File: src/rtl/top.sv
// Byte to dual hex seven-segment driver.
// Dig1 shows Value[7:4], Dig2 shows Value[3:0]; outputs are registered.
module top #(
    parameter int COMMON_ANODE = 0
) (
    input  logic       Clk,
    input  logic       Reset,
    input  logic [7:0] Value,
    output logic [7:0] SevenSegDig1,
    output logic [7:0] SevenSegDig2
);

    // XOR mask: all ones flips the glyphs for common-anode parts
    localparam logic [7:0] POL_MASK = (COMMON_ANODE != 0) ? 8'hFF : 8'h00;

    logic [7:0] dig1_d, dig1_q;
    logic [7:0] dig2_d, dig2_q;

    // Segment order is {dp,g,f,e,d,c,b,a}; dp stays off
    function automatic logic [7:0] decode(input logic [3:0] nib);
        logic [7:0] seg;
        unique case (nib)
            4'h0: seg = 8'h3F;
            4'h1: seg = 8'h06;
            4'h2: seg = 8'h5B;
            4'h3: seg = 8'h4F;
            4'h4: seg = 8'h66;
            4'h5: seg = 8'h6D;
            4'h6: seg = 8'h7D;
            4'h7: seg = 8'h07;
            4'h8: seg = 8'h7F;
            4'h9: seg = 8'h6F;
            4'hA: seg = 8'h77;
            4'hB: seg = 8'h7C;
            4'hC: seg = 8'h39;
            4'hD: seg = 8'h5E;
            4'hE: seg = 8'h79;
            4'hF: seg = 8'h71;
        endcase
        return seg;
    endfunction

    always_comb begin
        dig1_d = decode(Value[7:4]) ^ POL_MASK;
        dig2_d = decode(Value[3:0]) ^ POL_MASK;
    end

    always_ff @(posedge Clk or posedge Reset) begin
        if (Reset) begin
            dig1_q <= POL_MASK;
            dig2_q <= POL_MASK;
        end else begin
            dig1_q <= dig1_d;
            dig2_q <= dig2_d;
        end
    end

    assign SevenSegDig1 = dig1_q;
    assign SevenSegDig2 = dig2_q;

endmodule

File: config.mk
export PLATFORM = sky130hd
export DESIGN_NAME = top
export DESIGN_NICKNAME = d
export VERILOG_FILES = /design/src/rtl/top.sv
export SDC_FILE = /design/constraint.sdc
export NUM_CORES = 1
export LEC_CHECK = 0
export CORE_MARGIN = 5
export CORE_UTILIZATION = 49
export DETAILED_ROUTE_END_ITERATION = 7
export MAX_ROUTING_LAYER = met4
export PLACE_DENSITY_LB_ADDON = 0.08
export REMOVE_ABC_BUFFERS = 1
export SKIP_CTS_REPAIR_TIMING = 1
export SYNTH_ARGS = -nofsm -noshare
export SYNTH_HDL_FRONTEND = slang
export SYNTH_SLANG_ARGS = --single-unit
File: constraint.sdc
create_clock -name Clk -period 0.8 [get_ports Clk]
set_clock_uncertainty 0.05 [all_clocks]
set_input_delay 0.08 -clock Clk [delete_from_list [all_inputs] [get_ports Clk]]
set_output_delay 0.08 -clock Clk [all_outputs]
set_load 0.02 [all_outputs]
==> implementation parameters <==
Parameter                              Value

Worst setup path
  Highest fanout seen on the critical path    1
  Nature of the critical path endpoint    primary output
  Worst stage delay on the critical path    around 0.39 ns
  Path length in cells of the critical path    1
  Critical path startpoint category    flop
  Cell with the largest stage delay on the worst path    sky130_fd_sc_hd__dfrtp_1
  Endpoint required time on the critical path    0.67 ns
  Family of cells with the greatest summed delay on the critical path    flip-flops
  WP buf/inv    1
  Critical Path, Cell by Cell    buf_6
  Category of the critical setup timing path    reg -> out
  Arrival time at the worst endpoint    0.78 ns

Finish
  Final core utilization    88.8%
  Synth-to-Final Area Change    72.4%
  N_diodes    0
  Number of nets in the finished design    159
  Layout filler cell count    81
  Final cell count without fillers    between 150 and 200
  Layout cells sized above 1    54.1%

Logic synthesis
  Proportion of synthesized chip area in sequential cells    39.4%
  Ys flop type    sky130_fd_sc_hd__dfrtp_1
  Post-synthesis async set-or-reset flop share    100%
  Mean cell area of the mapped netlist    about 10 um^2
  Largest family of logic cells by synthesized area    adder cells
  XOR/XNOR share of the synthesized area    0%
  Fraction of the mapped netlist area in adder cells    between 10% and 20%
  Number of distinct standard cells referenced by the synthesized netlist    29
  Flip-flop and latch count after synthesis    14
  Gate count after technology mapping    88
  Yosys warning total    0
  Compound-cell area share of the yosys netlist    a little over an eighth
  Multiplexer share of the synthesized area    roughly 6.5%
  Count of flip-flops with a built-in enable after synthesis    0
  Syn Std Cell Area    890 um^2
  Area fraction in and, or, nand and nor cells after synthesis    12.1%

Routing
  Post-detailed-route wirelength per cell    between 10 and 15 um
  Detailed router's first-iteration violation count    7
  DRC viols    0
  Number of nets with antenna violations after detailed routing    0
  Post-Route WL    about 2300 um
  Via density per instance    between 4 and 5
  Number of search-and-repair iterations in the first detailed-routing pass    4
  Overall via count from detail_route    784

Global routing
  Maximum number of pins on one net before global-route repair    15
  Global Route Usage Sum    approximately 14%
  Overflow left after global routing    0
  First-pass GRT wire length    2760 um
  Number of antenna violations at the first check in global routing    0
  Vias in the first global route    650

STA
  Final critical delay including setup and external delays    a little over 0.9 ns
  Hold violation count in the final report    0
  Final setup violation count    16
  Final cycle utilization of the critical path    114%
  Total negative slack for setup checks    -1.47 ns
  Maximum clock rate    1090 MHz
  Final worst setup slack    -0.114 ns
  Number of max-slew violations in the final report    0
  Unrepaired setup endpoints after global routing    true

Die
  X dimension of the die    between 50 and 60 um
  Total Die Area    between 0.002 and 0.003 mm^2
  Core region area    about 0.0017 mm^2
  Number of cell rows    15
  DIE HEIGHT    52.6 um
  Starting density of the core    51.5%
  I/O pin count    26

Power and ir drop
  LEAKAGE    0.718 nW
  Maximum resistive drop on vdd    0.717 mV
  Power density normalized to cell area    1220 mW/mm^2
  Overall power consumption    between 1.5 and 2 mW

Placed design
  Number of buffers added on ports    23
  Worst Setup Slack post-DPL    -0.817 ns
  Placed instance count    153
  Half-perimeter wire length of the detailed placement result    1450 um
  Final GP Congestion    0.837

Status
  Violations in the final reports    negative setup slack
  Result of the run    finished with violations

Clocking
  Clock slew at the register clock pins of the worst setup and hold paths    0.07 ns
  Number of sinks on the clock net    14
  Clock buffer count from CTS    3
  Cell at the root of the clock tree    sky130_fd_sc_hd__clkbuf_4
  Maximum clock insertion buffer count    2
  Clock H-tree levels    1
  Clock tree from TritonCTS    yes

Run
  Max-cap violations    0

Hold path
  Kind of path behind the tightest hold check    in -> async
-- synthesized netlist by cell type, types with 2 or more instances --
master / n / area (um^2)
sky130_fd_sc_hd__a22oi_1: 2 / 15.0
sky130_fd_sc_hd__buf_4: 2 / 15.0
sky130_fd_sc_hd__inv_1: 9 / 33.8
sky130_fd_sc_hd__nand2_1: 3 / 11.3
sky130_fd_sc_hd__nor3_1: 2 / 10.0
sky130_fd_sc_hd__a31oi_1: 2 / 12.5
sky130_fd_sc_hd__a21oi_1: 6 / 30.0
sky130_fd_sc_hd__buf_2: 2 / 10.0
sky130_fd_sc_hd__mux2i_1: 2 / 20.0
sky130_fd_sc_hd__o21ai_1: 2 / 10.0
sky130_fd_sc_hd__ha_1: 14 / 175
sky130_fd_sc_hd__dfrtp_1: 14 / 350
sky130_fd_sc_hd__nor2b_1: 3 / 18.8
sky130_fd_sc_hd__nand2b_1: 5 / 31.3
sky130_fd_sc_hd__nor2_1: 5 / 18.8
sky130_fd_sc_hd__o21ai_0: 2 / 10.0
-- report_power, final --
group,leakage [nW],switching (mW),internal (mW)
logic,0.556,0.341,0.369
clock network,0.0138,0.190,0.174
registers,0.148,0.0258,0.767
total,0.718,0.557,1.31
-- cells by family after synthesis --
| group | Yosys count |
|---|---|
| AND/OR/NAND/NOR | 21 |
| AO/OA/AOI/OAI | 19 |
| buffers and inverters | 15 |
| adder cells (fa/ha/maj) | 14 |
| flip-flops | 14 |
| multiplexers | 4 |
| other | 1 |
-- layout make-up --
cell class | count | area [um^2] | area share, %
multi-input cells | 60 | 612 | 39.9
well taps | 25 | 31.3 | 2.04
flip-flops and latches | 14 | 350 | 22.8
inverters | 10 | 47.5 | 3.10
repair buffers | 46 | 470 | 30.7
clock buffers | 3 | 22.5 | 1.47
-- per-layer routing --
layer | vias up | track usage (%) | share of wire, %
li1 | 381 | - | -
met1 | 372 | 17.7 | 44
met2 | 27 | 21.3 | 51
met3 | 4 | 1.71 | 3.9
met4 | 0 | 6.38 | 0.74
met5 | - | - | 0
-- cell usage in the layout, fill, tap and decap left out, types with 2 or more instances in the layout --
| cell type | n |
|---|---|
| sky130_fd_sc_hd__a21oi_1 | 6 |
| sky130_fd_sc_hd__a31oi_1 | 2 |
| sky130_fd_sc_hd__buf_4 | 18 |
| sky130_fd_sc_hd__buf_6 | 20 |
| sky130_fd_sc_hd__buf_8 | 2 |
| sky130_fd_sc_hd__clkbuf_4 | 3 |
| sky130_fd_sc_hd__conb_1 | 2 |
| sky130_fd_sc_hd__dfrtp_1 | 14 |
| sky130_fd_sc_hd__dlymetal6s2s_1 | 4 |
| sky130_fd_sc_hd__ha_1 | 4 |
| sky130_fd_sc_hd__ha_2 | 2 |
| sky130_fd_sc_hd__ha_4 | 8 |
| sky130_fd_sc_hd__inv_1 | 3 |
| sky130_fd_sc_hd__inv_2 | 5 |
| sky130_fd_sc_hd__inv_6 | 2 |
| sky130_fd_sc_hd__mux2i_1 | 2 |
| sky130_fd_sc_hd__nand2_2 | 2 |
| sky130_fd_sc_hd__nand2b_1 | 4 |
| sky130_fd_sc_hd__nor2_1 | 5 |
| sky130_fd_sc_hd__o21ai_1 | 4 |
-- state kept, by name, summed over array words and instances, names as in the netlist --
name and flops:
SevenSegDig1 7, SevenSegDig2 7
-- path summary, 6_finish.rpt --
kind | slack, ns | end | from
worst min-delay path | 0.08 | SevenSegDig2[2] | Reset
min in group Clk | 0.11 | SevenSegDig2[3] | Value[2]
worst max-delay path | -0.11 | SevenSegDig1[2] | SevenSegDig1[2]
max in group asynchronous | 0.51 | SevenSegDig1[3] | Reset
-- metrics by stage --
stage	instance area [um^2]	hold WS (ns)
finish	1530	0.0798
detailed placement	1290	0.368
global route	1530	0.121
CTS	1310	0.0852
floorplan	857	-0.0808
global placement	1290	0.352
Power figures use the tool's default switching activity.
